File: src/rtl/cpu_pkg.sv
// Shared ISA definitions for the 16-bit pipelined CPU: widths, opcode constants,
// instruction field positions and opcode-class helpers.
package cpu_pkg;

  localparam int unsigned DW    = 16;
  localparam int unsigned AW    = 3;
  localparam int unsigned NREG  = 8;
  localparam int unsigned IMM_W = 6;

  localparam int unsigned OP_LSB  = 12;
  localparam int unsigned RD_LSB  = 9;
  localparam int unsigned RS1_LSB = 6;
  localparam int unsigned RS2_LSB = 3;

  localparam logic [3:0] OP_ADDI   = 4'h8;
  localparam logic [3:0] OP_LD     = 4'h9;
  localparam logic [3:0] OP_ST     = 4'hA;
  localparam logic [3:0] OP_BR     = 4'hB;
  localparam logic [3:0] OP_FPU    = 4'hC;
  localparam logic [3:0] OP_CRYPTO = 4'hE;

  function automatic logic is_long(input logic [3:0] op);
    return op[3:2] == 2'b11;
  endfunction

  function automatic logic uses_rs2(input logic [3:0] op);
    return !op[3] || op == OP_ST || op == OP_BR || is_long(op);
  endfunction

  function automatic logic writes_rd(input logic [3:0] op);
    return !(op == OP_ST || op == OP_BR);
  endfunction

endpackage

File: src/rtl/operand_bypass.sv
// Per-source operand resolution: EX (non-load) > MEM > WB > register file.
// With FWD_EN clear only the WB bypass remains.
module operand_bypass
  import cpu_pkg::*;
#(
  parameter bit FWD_EN = 1'b1
) (
  input  logic [AW-1:0] src,
  input  logic          ex_wr_en,
  input  logic          ex_is_load,
  input  logic [AW-1:0] ex_rd,
  input  logic [DW-1:0] ex_result,
  input  logic          mem_wr_en,
  input  logic [AW-1:0] mem_rd,
  input  logic [DW-1:0] mem_result,
  input  logic          wb_wr_en,
  input  logic [AW-1:0] wb_rd,
  input  logic [DW-1:0] wb_data,
  input  logic [DW-1:0] rf_data,
  output logic [DW-1:0] data
);

  always_comb begin
    data = rf_data;
    if (FWD_EN && ex_wr_en && !ex_is_load && ex_rd == src)
      data = ex_result;
    else if (FWD_EN && mem_wr_en && mem_rd == src)
      data = mem_result;
    else if (wb_wr_en && wb_rd == src)
      data = wb_data;
  end

endmodule

File: src/rtl/operand_fetch_stage.sv
// Decode/operand-fetch stage: forwarding, long-op scoreboard, hazard stall and ID/EX register.
// OF_FORWARD_EN enables EX/MEM forwarding; otherwise EX/MEM matches stall instead.
module operand_fetch_stage
  import cpu_pkg::*;
(
  input  logic          clk,
  input  logic          rst,
  input  logic          in_valid,
  output logic          in_ready,
  input  logic [DW-1:0] in_instr,
  output logic [AW-1:0] rf_rd_addr1,
  output logic [AW-1:0] rf_rd_addr2,
  input  logic [DW-1:0] rf_rd_data1,
  input  logic [DW-1:0] rf_rd_data2,
  input  logic          ex_wr_en,
  input  logic          ex_is_load,
  input  logic [AW-1:0] ex_rd,
  input  logic [DW-1:0] ex_result,
  input  logic          mem_wr_en,
  input  logic [AW-1:0] mem_rd,
  input  logic [DW-1:0] mem_result,
  input  logic          wb_wr_en,
  input  logic          wb_long,
  input  logic [AW-1:0] wb_rd,
  input  logic [DW-1:0] wb_data,
  input  logic          flush,
  output logic          out_valid,
  input  logic          out_ready,
  output logic [3:0]    out_op,
  output logic [AW-1:0] out_rd,
  output logic          out_wr_en,
  output logic [DW-1:0] out_a,
  output logic [DW-1:0] out_b,
  output logic [DW-1:0] out_imm
);

`ifdef OF_FORWARD_EN
  localparam bit FWD_EN = 1'b1;
`else
  localparam bit FWD_EN = 1'b0;
`endif

  logic [3:0]      op;
  logic [AW-1:0]   rd, rs1, rs2;
  logic [DW-1:0]   a_data, b_data, imm;
  logic [NREG-1:0] sb, sb_next;
  logic            u2, load_use, sb_raw, sb_waw, ex_hit, mem_hit, hazard, load;

  assign op  = in_instr[OP_LSB +: 4];
  assign rd  = in_instr[RD_LSB +: AW];
  assign rs1 = in_instr[RS1_LSB +: AW];
  assign rs2 = in_instr[RS2_LSB +: AW];
  assign imm = {{(DW-IMM_W){in_instr[IMM_W-1]}}, in_instr[IMM_W-1:0]};

  assign rf_rd_addr1 = rs1;
  assign rf_rd_addr2 = rs2;

  operand_bypass #(.FWD_EN(FWD_EN)) u_byp_a (
    .src(rs1), .ex_wr_en(ex_wr_en), .ex_is_load(ex_is_load), .ex_rd(ex_rd),
    .ex_result(ex_result), .mem_wr_en(mem_wr_en), .mem_rd(mem_rd),
    .mem_result(mem_result), .wb_wr_en(wb_wr_en), .wb_rd(wb_rd),
    .wb_data(wb_data), .rf_data(rf_rd_data1), .data(a_data)
  );

  operand_bypass #(.FWD_EN(FWD_EN)) u_byp_b (
    .src(rs2), .ex_wr_en(ex_wr_en), .ex_is_load(ex_is_load), .ex_rd(ex_rd),
    .ex_result(ex_result), .mem_wr_en(mem_wr_en), .mem_rd(mem_rd),
    .mem_result(mem_result), .wb_wr_en(wb_wr_en), .wb_rd(wb_rd),
    .wb_data(wb_data), .rf_data(rf_rd_data2), .data(b_data)
  );

  // Without forwarding, any in-flight EX/MEM producer of a used source must drain first.
  always_comb begin
    u2       = uses_rs2(op);
    load_use = ex_wr_en && ex_is_load && (ex_rd == rs1 || (u2 && ex_rd == rs2));
    sb_raw   = sb[rs1] || (u2 && sb[rs2]);
    sb_waw   = writes_rd(op) && sb[rd];
    ex_hit   = ex_wr_en && (ex_rd == rs1 || (u2 && ex_rd == rs2));
    mem_hit  = mem_wr_en && (mem_rd == rs1 || (u2 && mem_rd == rs2));
    hazard   = load_use || sb_raw || sb_waw || (!FWD_EN && (ex_hit || mem_hit));
  end

  assign in_ready = !hazard && (!out_valid || out_ready);
  assign load     = in_valid && in_ready;

  // Issue of a long op is applied after the writeback clear so a same-register set wins.
  always_comb begin
    sb_next = sb;
    if (wb_wr_en && wb_long)
      sb_next[wb_rd] = 1'b0;
    if (out_valid && out_ready && is_long(out_op))
      sb_next[out_rd] = 1'b1;
  end

  always_ff @(posedge clk or posedge rst) begin
    if (rst) begin
      sb        <= '0;
      out_valid <= 1'b0;
      out_op    <= '0;
      out_rd    <= '0;
      out_wr_en <= 1'b0;
      out_a     <= '0;
      out_b     <= '0;
      out_imm   <= '0;
    end else begin
      sb <= sb_next;
      if (load) begin
        out_valid <= 1'b1;
        out_op    <= op;
        out_rd    <= rd;
        out_wr_en <= writes_rd(op);
        out_a     <= a_data;
        out_b     <= b_data;
        out_imm   <= imm;
      end else if (flush || out_ready) begin
        out_valid <= 1'b0;
      end
    end
  end

endmodule

File: config.mk
export PLATFORM = sky130hd
export DESIGN_NAME = operand_fetch_stage
export DESIGN_NICKNAME = d
export VERILOG_FILES = /design/src/rtl/cpu_pkg.sv /design/src/rtl/operand_bypass.sv /design/src/rtl/operand_fetch_stage.sv
export SDC_FILE = /design/constraint.sdc
export NUM_CORES = 1
export LEC_CHECK = 0
export CORE_MARGIN = 5
export CORE_UTILIZATION = 41
export CTS_CLUSTER_SIZE = 8
export DETAILED_ROUTE_END_ITERATION = 16
export GPL_TIMING_DRIVEN = 0
export PLACE_DENSITY = 0.9
export SETUP_SLACK_MARGIN = 0.2
export SKIP_CTS_REPAIR_TIMING = 1
export SLEW_MARGIN = 20
export SYNTH_ARGS = -nofsm -noshare
export SYNTH_HDL_FRONTEND = slang
export SYNTH_SLANG_ARGS = --single-unit
File: constraint.sdc
create_clock -name clk -period 5.4 [get_ports clk]
set_input_delay 0.54 -clock clk [delete_from_list [all_inputs] [get_ports clk]]
set_output_delay 0.54 -clock clk [all_outputs]
set_load 0.005 [all_outputs]
# After elaboration in Yosys (flattened, before gate mapping)

Index checks and enable logic that the tools add are counted.
Widths: inputs -> output; s select.

Register bits: 55
Word-level logic and storage cells: 79

Reductions and logical operators: 35
Mux-type cells: 16
Order comparisons: 7
Equal/unequal tests: 10
Bitwise gates (word level): 3

Operator list:

| kind               | number |
|---|---|
| $mux 16            | 2 |
| $lt 3x4->1 const B | 5 |
| $eq 3x3->1         | 6 |
| $logic_and 1x1->1  | 17 |
| $mux 8             | 2 |
| $logic_or 1x1->1   | 13 |
| $bmux 1 s3         | 3 |
| $and 8x8->8        | 1 |
| $eq 4x4->1 const B | 2 |
| $not 8->8          | 1 |
| $or 8x8->8         | 1 |
| $mux 1             | 7 |
| $demux 1 s3        | 2 |
| $ge 3x1->1 const B | 2 |
| $eq 2x2->1 const B | 2 |
| $logic_not 1->1    | 4 |
| $reduce_bool 2->1  | 1 |

# Logic depth before layout (Yosys ltp)

Gate-level depths: netlist of run 1.

Word-level depth: 14
Gate-level depth with buffers: 9
Gate-level depth less buffers: 6

# By module

A second synthesis of run 1 with hierarchy kept.

Cells, all modules: 234
Area, all modules: 3265.6 um2

Modules (own cells, without submodules):

| module              | instances | cells each | seq. area each (um2) | area each (um2) |
|---|---|---|---|---|
| operand_fetch_stage | 1         | 192        | 1376.3               | 2712.6 |
| operand_bypass      | 2         | 21         | 0.0                  | 276.5 |

# Worst setup path before layout of run 1

No wires, ideal clock.

Path kind: input-to-reg
From: input in_instr[6]
To: register out_b[10]
Setup slack: 3.005 ns
Stages on the path: 8
Data required time: 5.273 ns
Buffers on the path: 3
Arrival: 2.267 ns
Cell sequence: buf_6 > mux4_2 > mux2i_1 > and4bb_1 > and4_4 > buf_6 > buf_6 > mux2_1

Word-level cells in the longest chain between the ends: 9

RTL lines:

| element                                                          | RTL line                                                                        | text |
|---|---|---|
| start: declaration                                               | operand_fetch_stage.sv:10                                                       | `input logic [DW-1:0] in_instr,` |
| $bmux 1 s3 or $eq 3x3->1 (tied branches)                         | operand_fetch_stage.sv:76, operand_fetch_stage.sv:75, operand_fetch_stage.sv:78 |  |
| $mux 1 (not written as such) or $logic_or 1x1->1 (tied branches) | operand_fetch_stage.sv:76, operand_fetch_stage.sv:75, operand_fetch_stage.sv:78 |  |
| $logic_or 1x1->1 or $logic_and 1x1->1 (tied branches)            | operand_fetch_stage.sv:76, operand_fetch_stage.sv:75                            |  |
| $logic_or 1x1->1 (2 in series)                                   | operand_fetch_stage.sv:80                                                       | `hazard = load_use \|\| sb_raw \|\| sb_waw \|\| (!FWD_EN && (ex_hit \|\| mem_hit));` |
| $logic_or 1x1->1 (*)                                             | operand_fetch_stage.sv:80                                                       |  |
| $logic_not 1->1 (*)                                              | operand_fetch_stage.sv:83                                                       | `assign in_ready = !hazard && (!out_valid \|\| out_ready);` |
| $logic_and 1x1->1 (*)                                            | operand_fetch_stage.sv:83                                                       |  |
| $logic_and 1x1->1 (*)                                            | operand_fetch_stage.sv:84                                                       | `assign load = in_valid && in_ready;` |
| end signal: assignment                                           | operand_fetch_stage.sv:113                                                      | `out_b <= b_data;` |
| end: declaration                                                 | operand_fetch_stage.sv:33                                                       | `output logic [DW-1:0] out_b,` |

Every way passes the cells marked *; elsewhere a longest branch is shown, timed or not. The select of a mux whose other input is x is not followed.
A chain may end at the register's enable or synchronous reset.

# Worst setup path in the final report of run 1

From: input in_instr[15]
To: output in_ready

Word-level cells in the longest chain between the ends: 12

RTL lines:

| element                                       | RTL line                                             | text |
|---|---|---|
| $eq 4x4->1 or $logic_not 1->1 (tied branches) | cpu_pkg.sv:27, cpu_pkg.sv:31                         |  |
| $logic_or 1x1->1 (3 in series)                | cpu_pkg.sv:27                                        | `return !op[3] \|\| op == OP_ST \|\| op == OP_BR \|\| is_long(op);` |
| $logic_and 1x1->1                             | operand_fetch_stage.sv:75, operand_fetch_stage.sv:78 |  |
| $logic_or 1x1->1                              | operand_fetch_stage.sv:75, operand_fetch_stage.sv:78 |  |
| $logic_and 1x1->1                             | operand_fetch_stage.sv:75                            | `load_use = ex_wr_en && ex_is_load && (ex_rd == rs1 \|\| (u2 && ex_rd == rs2));` |
| $logic_or 1x1->1 (2 in series)                | operand_fetch_stage.sv:80                            |  |
| $logic_or 1x1->1 (*)                          | operand_fetch_stage.sv:80                            |  |
| $logic_not 1->1 (*)                           | operand_fetch_stage.sv:83                            |  |
| $logic_and 1x1->1 (*)                         | operand_fetch_stage.sv:83                            |  |
| end: declaration                              | operand_fetch_stage.sv:9                             | `output logic in_ready,` |

Every way passes the cells marked *; elsewhere a longest branch is shown, timed or not.

==> results.md, run 1 <==
* Cell mode on critical path: clkdlybuf4s50_1
* Drt total wl at 8.48 mm
* Final Max Tran Viols at 0
* Critical Path Max Stage Delay at 0.51 ns
* Outcome: complete, no violations
* CTS Buf Count at 5
* Die area at 9360 sq um
* Final Hold Viols at 0
* Hold EP: out_b[7]$_DFFE_PP0P_
* Final setup violation count at 0
* Vias in the first global route at ~2.7k
* Core area at 7290 sq um
* Max stage delay cell, worst path: clkdlybuf4s50_1
* Nets at 497
* Die H at 96.8 microns
* Non-filler instance count after layout at 482
* Bufs on Longest Clock Path at 2
* Worst path arrival time at between 2 and 3 ns
* DP Area at 4590 sq um
* Post-DR wirelength/cell at between 15 and 20 microns
* Synth Instances at 237
* Hold-critical path depth at 1
* Number of DRC markers after the initial detailed-route iteration at 55
* Via density at ~5
* Die Wd at 96.8 microns
* Fillers at 560
* Pre-Repair DR Iteration Count at 6
* Synth warn at 0
* Worst-path clk slew at 0.10 ns
* Synth cell types at 30
* H-tree depth at 2
* Hold wc startpoint: out_b[7]$_DFFE_PP0P_
* CP Class: in -> out
* Final core utilization at 64.2%
* Remaining DRCs at 0
* Slew Limit Headroom at 53.0%
* Setup TNS at 0 ns
* Cell area after layout at 4680 sq um
* Tot GR Track Use at 18.1%
* Seq/Total Area, Yosys at between 40% and 50%
* Syn_nets at 352
* Layout cells sized above 1 at 23.0%
* Avg Inst Size Synth at 13.0 sq um
* Gp weighted congestion at between 0.8 and 0.9
* Startpoint types: input pin
* TritonCTS clock tree: yes
* EDFF count, synth at 0
* Fin crit share at 59.7%
* Slew @ Worst Pin at 0.704 ns
* Hold Crit Class: reg -> reg
* Overflow after GRT at 0
* Post-placement cell count at 474
* Routed vias at 2420
* Area grow syn2layout at 51.7%
* Total of max-cap violations at 0
* Worst r2r src: sb[3]$_DFF_PP0_
* F_max at just over 300 MHz
* RSZ-0062 raised after global routing: false
* Synth Register Bits at 55
* Initial Util at a little over two fifths
* Worst r2r path cells at 7
* Critical Path Fanout Max at 3
* First-pass GRT wire length at 13.8 mm
* Worst path cell trace: clkdlybuf4s50_1 > nor3b_1 > nor4_1 > o21ai_0 > and4bb_1 > and3_1 > clkdlybuf4s50_1
* Clk_lat worst skew at approximately 0.31 ns
* CP endpoint kind: output pin
* Total I/O pin count at 179
* CTS Root Cell: clkbuf_8
* Pwr Density at 453 nW/um^2
* Clock skew at 0.0114 ns
* Buf/Inv on CP at 2
* RR Endpoint: out_b[10]$_DFFE_PP0P_
* Leak at between 1.5 and 2 nW
* IR Drop Worst-Case VDD at about 0.23 mV
* Routed Antenna Nets at 0
* N_diodes at 0
* IO buf count at roughly 140
* Largest net degree at the start of global routing at 56
* Initial antenna violation count at 0
* Mapped cell area at 3090 sq um
* R2r setup slk at 3.09 ns
* Primary FF master, synth: dfrtp_1
* CP delay by family, top: buffers and inverters
* Worst endpoint required time at approximately 4.9 ns
* HPWL after detailed placement at 6.67 mm
* Ys async rst share at 100%
* Min Clock Period, post-route at 3.22 ns
* # clock sinks at 55
* FP Rows at 31
Yosys cell counts (2+ instances only):
cell type	number	area share, %
xnor2_1	6	1.7
xor2_1	12	3.4
o21ai_0	13	2.1
nand2b_1	5	1.0
buf_6	3	1.1
nand2_1	3	0.36
nand3b_1	2	0.49
o31ai_1	4	0.97
nand4_1	3	0.61
nor4_1	2	0.41
inv_1	3	0.36
clkbuf_1	4	0.49
buf_8	2	0.97
or2_2	2	0.41
buf_2	4	0.65
mux4_2	6	4.4
mux2_1	35	13
mux2_2	44	16
nor3_1	2	0.32
buf_4	17	4.1
mux2i_1	2	0.65
dfrtp_1	55	45
metal layers:
layer	share of wire, %	GRT usage, %	up-vias
li1	-	-	1117
met1	41	21.1	1191
met2	48	30.9	108
met3	10	7.99	4
met4	0.63	3.56	0
met5	0	0	-
placed cells by master, fill, tap and decap left out, types with 3 or more instances in the layout:
cell and count:
nand2_1 3, buf_4 17, clkbuf_8 5, xor2_1 12, mux4_2 6, mux2_1 35
clkdlybuf4s50_1 138, dfrtp_1 55, clkbuf_1 4, buf_6 3, mux2_2 44, nand2b_1 5
o21ai_0 13, nand4_1 3, xnor2_1 6, buf_2 4, o31ai_1 4
kinds of logic after synthesis:
| family | synth area share [%] |
|---|---|
| multiplexers | 33.8 |
| flip-flops | 44.6 |
| buffers and inverters | 7.70 |
| AND/OR/NAND/NOR | 5.19 |
| AO/OA/AOI/OAI | 3.57 |
| XOR/XNOR | 5.11 |
how the worst max path moves through the flow:
stage | start | to | slack [ns] | depth (start not counted)
2_1_floorplan | in_instr[6] | out_b[10]$_DFFE_PP0P_ | 3.01 | 8
3_3_place_gp | in_instr[15] | in_ready | 2.19 | 7
3_5_place_dp | in_instr[15] | in_ready | 2.17 | 7
4_1_cts | in_instr[15] | in_ready | 2.20 | 7
5_1_grt | in_instr[15] | in_ready | 2.05 | 7
6_report | in_instr[15] | in_ready | 2.18 | 7
final cells by class:
class / count / area, sq um / share of cell area (%)
multi-input cells: 149 / 1470 / 31.4
repair buffers: 138 / 1380 / 29.5
flip-flops and latches: 55 / 1380 / 29.4
plain buffers: 30 / 226 / 4.84
well taps: 99 / 124 / 2.64
clock buffers: 5 / 68.8 / 1.47
clock inverters: 3 / 20.0 / 0.427
inverters: 3 / 13.8 / 0.294
report_power, final:
part	total, W	switching [W]	internal (W)
Combinational	0.00113	0.000361	0.000765
Clock	0.000229	0.000138	0.0000907
Sequential	0.000765	0.000142	0.000623
Total	0.00212	0.000642	0.00148
state kept, by name, indices dropped and copies added, names as in the netlist:
| register | flops |
|---|---|
| out_a | 16 |
| out_b | 16 |
| out_imm | 6 |
| out_op | 4 |
| out_rd | 3 |
| out_valid | 1 |
| out_wr_en | 1 |
| sb | 8 |
worst register-to-register path, cell delays in order (launching register included):
cell and delay, ns:
dfrtp_1 0.43, mux4_2 0.48, mux2i_1 0.14, and4bb_1 0.23, and4_4 0.24, buf_6 0.16
buf_6 0.18, mux2_1 0.33
through the flow:
| step | setup slack, ns | power, W | hold slack (ns) |
|---|---|---|---|
| 2_1_floorplan | 3.01 | 0.00126 | 0.483 |
| 3_3_place_gp | 2.19 | 0.00187 | 0.466 |
| 3_5_place_dp | 2.17 | 0.00192 | 0.474 |
| 4_1_cts | 2.20 | 0.00215 | 0.496 |
| 5_1_grt | 2.05 | 0.00226 | 0.510 |
| 6_report | 2.18 | 0.00212 | 0.493 |
Note: power is estimated with default switching activity, not from simulation.
==> run 2, diff against run 1 <==
- CORE_UTILIZATION: 41 -> 38
- PLACE_DENSITY: 0.9 -> 0.84
- clock period: 5.4 -> 3.1 ns (I/O delays scaled with it)
==> run 2 against run 1 <==
  * Cell count increased by 0.62%
  * Combinational power increased by 75%
  * Flip-flop and latch count unchanged
  * Critical endpoint unchanged
==> results.md, run 2 (synthesis gave the netlist of run 1 again) <==
* Die Wd at ~100 microns
* Pre-Repair DR Iteration Count at 4
* Nets at 497
* Cell mode on critical path: clkdlybuf4s50_1
* DP Area at between 4000 and 5000 sq um
* Overflow after GRT at 0
* Non-filler instance count after layout at 485
* Via density at roughly 5.0
* Outcome: complete, no violations
* Layout cells sized above 1 at 23.2%
* Drt total wl at 8.76 mm
* F_max at around 370 MHz
* Tot GR Track Use at 17.3%
* N_diodes at 0
* FP Rows at 32
* Min Clock Period, post-route at about 2.7 ns
* Die H at approximately 100 microns
* Largest net degree at the start of global routing at 56
* Slew Limit Headroom at 53.0%
* Clock skew at 0.0131 ns
* Final Max Tran Viols at 0
* Worst path cell trace: clkdlybuf4s50_1 > mux4_2 > mux2_2 > nand2_1 > and3_1 > clkdlybuf4s50_1
* Setup slack at placement at 0.148 ns
* HPWL after detailed placement at 6.96 mm
* Worst r2r path cells at 7
* IO buf count at 138
* Vias in the first global route at approximately 2.6k
* Top sig layer: met4
* Setup TNS at 0 ns
* CP endpoint kind: output pin
* # clock sinks at 55
* Met3 WL at 1.17 mm
* Area grow syn2layout at 53.5%
* Final Hold Viols at 0
* Critical Path Fanout Max at 3
* IR Drop Worst-Case VDD at 0.470 mV
* Crit path to: in_ready
* Clk_lat worst skew at 0.31 ns
* CTS Root Cell: clkbuf_8
* Fin crit share at 87.9%
* Met1 wire length at 3.35 mm
* CP delay by family, top: buffers and inverters
* Met2 WL at 4.22 mm
* Routed Antenna Nets at 0
* Initial antenna violation count at 0
* TritonCTS clock tree: yes
* Buf/Inv on CP at 2
* Die area at approximately 10000 sq um
* RR Endpoint: out_b[7]$_DFFE_PP0P_
* CP Class: in -> out
* Post-DR wirelength/cell at roughly 18 microns
* Total of max-cap violations at 0
* Core area at 7810 sq um
* Final setup margin at 0.374 ns
* Final setup violation count at 0
* R2r setup slk at 0.83 ns
* RSZ-0062 raised after global routing: false
* Hold wc startpoint: in_instr[3]
* Bufs on Longest Clock Path at 2
* Pwr Density at between 800 and 900 nW/um^2
* H-tree depth at 2
* Startpoint types: input pin
* Most frequent cells in the layout: clkdlybuf4s50_1 (138), dfrtp_1 (55), mux2_2 (44)
* Worst r2r src: sb[3]$_DFF_PP0_
* CP Launch Point: in_instr[9]
* First-pass GRT wire length at 13.6 mm
* Most common cell after layout, fill and taps aside: clkdlybuf4s50_1
* Initial Util at 39.5%
* Post-placement cell count at 477
* Slew @ Worst Pin at 0.706 ns
* Number of DRC markers after the initial detailed-route iteration at roughly 70
* CTS Buf Count at 5
* Remaining DRCs at 0
* Max stage delay cell, worst path: clkdlybuf4s50_1
* Total I/O pin count at between 150 and 200
* Critical path depth in cells at 6
* Worst path arrival time at 2.42 ns
* Biggest regs: out_a: 16 flops, out_b: 16 flops, sb: 8 flops
* Leak at between 1.5 and 2 nW
* Cell area after layout at 4740 sq um
* Worst-path clk slew at 0.10 ns
* Hold Crit Class: in -> reg
* Worst endpoint required time at approximately 2.8 ns
* Gp weighted congestion at 0.924
* Critical Path Max Stage Delay at 0.57 ns
* Routed vias at 2422
## run 2: area by class of cell
type                            instances  area, sq um
Buffer                                 30          226
Clock buffer                            5         68.8
Clock inverter                          3         67.6
Fill cell                             662         3070
Inverter                                3         13.8
Multi-Input combinational cell        149         1480
Sequential cell                        55         1380
Tap cell                              102          128
Timing Repair Buffer                  138         1380
## run 2: power breakdown
part           switching (W)  internal (W)  total, W  leakage [nW]
Combinational       0.000644       0.00133   0.00198          1.20
Clock               0.000241      0.000322  0.000563        0.0644
Sequential          0.000241       0.00108   0.00133         0.655
Total                0.00113       0.00274   0.00387          1.92
## run 2: metal layers
metal	global-route usage, %	vias up
li1	-	1116
met1	19.6	1176
met2	29.8	128
met3	8.83	2
met4	2.80	0
met5	0	-
## run 2: metrics by stage
step	hold WS, ns	power, W	utilization [%]
global placement	0.466	0.00329	58.9
finish	0.372	0.00387	60.7
CTS	0.359	0.00393	60.6
detailed placement	0.474	0.00335	58.9
floorplan	0.445	0.00220	-
global route	0.368	0.00413	60.7
## run 2: how the worst min path moves through the flow
stage	endpoint	cells past startpoint
after floorplan	out_rd[0]$_DFFE_PP0P_	1
after global placement	out_b[11]$_DFFE_PP0P_	1
after global routing	out_imm[3]$_DFFE_PP0P_	2
final	out_imm[3]$_DFFE_PP0P_	2
after detailed placement	out_imm[4]$_DFFE_PP0P_	1
after CTS	out_imm[3]$_DFFE_PP0P_	2
==> run 3, diff against run 2 <==
- RECOVER_POWER: default -> 50
==> run 3 against run 2 <==
  * The flow now finishes with violations (capacitance limit, slew limit)
  * Die area unchanged
  * Non-clock buffer count unchanged
  * Cell count unchanged
  * Worst hold slack about the same
  * Clock skew about the same
  * Flip-flop and latch count unchanged
  * Critical endpoint unchanged
  * Largest cell class unchanged
  * Largest power group unchanged
  * Highest routed layer unchanged
==> results.md, run 3 (synthesis gave the netlist of run 1 again) <==
* H-tree depth at 2
* N_diodes at 0
* Die H at between 100 and 150 microns
* Sequential power share at between 30% and 40%
* Final core utilization at about three fifths
* FP Rows at 32
* Slew Limit Headroom at -43.2%
* CP Launch Point: in_instr[9]
* Remaining DRCs at 0
* Worst r2r path cells at 7
* Clk_lat worst skew at 0.31 ns
* Min Clock Period, post-route at approximately 2.7 ns
* RR Endpoint: out_b[7]$_DFFE_PP0P_
* Worst-path clk slew at 0.10 ns
* Routed Antenna Nets at 0
* Critical Path Fanout Max at 3
* Crit path to: in_ready
* Reg area at 1380 sq um
* Most frequent cells in the layout: clkdlybuf4s50_1 (112), dfrtp_1 (55), mux2_2 (44)
* Startpoint types: input pin
* CP Class: in -> out
* Pwr Density at 804 nW/um^2
* Most common cell after layout, fill and taps aside: clkdlybuf4s50_1
* CTS Buf Count at 5
* Initial Util at 39.5%
* CP endpoint kind: output pin
* Post-DR wirelength/cell at around 18 microns
* Worst endpoint required time at 2.79 ns
* Met1 wire length at 3.35 mm
* Comb pwr share at between 50% and 60%
* Net Sw Power at approximately 0.0011 W
* HPWL after detailed placement at 6.96 mm
* Nets at between 400 and 500
* IO buf count at ~140
* Tot GR Track Use at between 10% and 20%
* Largest net degree at the start of global routing at 56
* Setup TNS at 0 ns
* Gp weighted congestion at 0.924
* Die Wd at ~100 microns
* Initial antenna violation count at 0
* Bufs on Longest Clock Path at 2
* Int Pwr at 0.00269 W
* Met3 WL at 1.17 mm
* TritonCTS clock tree: yes
* Final setup margin at about 0.37 ns
* Clk network pwr share at between 10% and 20%
* Layout cells sized above 1 at 23.0%
* Biggest regs: out_a: 16 flops, out_b: 16 flops, sb: 8 flops
* Area grow syn2layout at 53.5%
* Post-placement cell count at approximately 480
* Slew @ Worst Pin at 2.15 ns
* IR Drop Worst-Case VDD at 0.470 mV
* Leak at a little under 2 nW
* Pre-Repair DR Iteration Count at 4
* Number of DRC markers after the initial detailed-route iteration at 72
* Failing checks: capacitance limit, slew limit
* Setup slack at placement at 0.148 ns
* Met2 WL at 4.21 mm
* Multi-input logic area at 1480 sq um
* Worst path arrival time at 2.42 ns
* F_max at 367 MHz
* Die area at 10000 sq um
* Drt total wl at just under 9 mm
* Fin crit share at 87.9%
* Core area at 7810 sq um
* R2r setup slk at 0.83 ns
* Final Max Tran Viols at 56
* Sw Ratio at 29.4%
* # clock sinks at 55
* Overflow after GRT at 0
* RSZ-0062 raised after global routing: false
* Routed vias at 2435
* Worst r2r src: sb[3]$_DFF_PP0_
* Final setup violation count at 0
* CTS Root Cell: clkbuf_8
* Via density at 5.02
* Clock skew at around 0.013 ns
* Post-layout power at 0.00381 W
* Total of max-cap violations at 1
* Fillers at 662
* Non-filler instance count after layout at 485
* Top sig layer: met4
* Vias in the first global route at 2606
* First-pass GRT wire length at 13.6 mm
* Total I/O pin count at 179
* Final Hold Viols at 0
* Outcome: finished with violations
* Hold Crit Class: in -> reg
-- run 3: final cells by class --
class                           count  area share [%]
Clock inverter                      3            1.43
Clock buffer                        5            1.45
Multi-Input combinational cell    149            31.2
Timing Repair Buffer              138            29.2
Buffer                             30            4.78
Sequential cell                    55            29.1
Tap cell                          102            2.69
Inverter                            3           0.238
-- run 3: critical path: stages --
cell and delay (ns):
clkdlybuf4s50_1 0.57, mux4_2 0.51, mux2_2 0.28, nand2_1 0.09, and3_1 0.16, clkdlybuf4s50_1 0.50
-- run 3: routing by layer --
| metal | vias up | global-route usage, % |
|---|---|---|
| met3 | 9 | 8.83 |
| met4 | 0 | 2.80 |
| met1 | 1180 | 19.6 |
| met2 | 130 | 29.8 |
| li1 | 1116 | - |
| met5 | - | 0 |
-- run 3: worst min-delay path by stage --
stage	end	slack (ns)	depth (start not counted)	start
4_1_cts	out_imm[3]$_DFFE_PP0P_	0.36	2	in_instr[3]
3_3_place_gp	out_b[11]$_DFFE_PP0P_	0.47	1	out_b[11]$_DFFE_PP0P_
5_1_grt	out_imm[3]$_DFFE_PP0P_	0.37	2	in_instr[3]
6_report	out_imm[3]$_DFFE_PP0P_	0.37	2	in_instr[3]
2_1_floorplan	out_rd[0]$_DFFE_PP0P_	0.44	1	in_instr[9]
3_5_place_dp	out_imm[4]$_DFFE_PP0P_	0.47	1	out_imm[4]$_DFFE_PP0P_
-- run 3: power by group through the flow --
stage,clock network [W],logic [W],registers [W]
6_report,0.000563,0.00193,0.00132
5_1_grt,0.000610,0.00209,0.00137
4_1_cts,0.000578,0.00202,0.00133
3_5_place_dp,0,0.00201,0.00134
3_3_place_gp,0,0.00198,0.00131
2_1_floorplan,0,0.000872,0.00133
-- run 3: through the flow --
stage	hold WS [ns]	area, sq um
floorplan	0.445	3090
detailed placement	0.474	4600
finish	0.372	4740
CTS	0.359	4730
global route	0.368	4740
global placement	0.466	4600
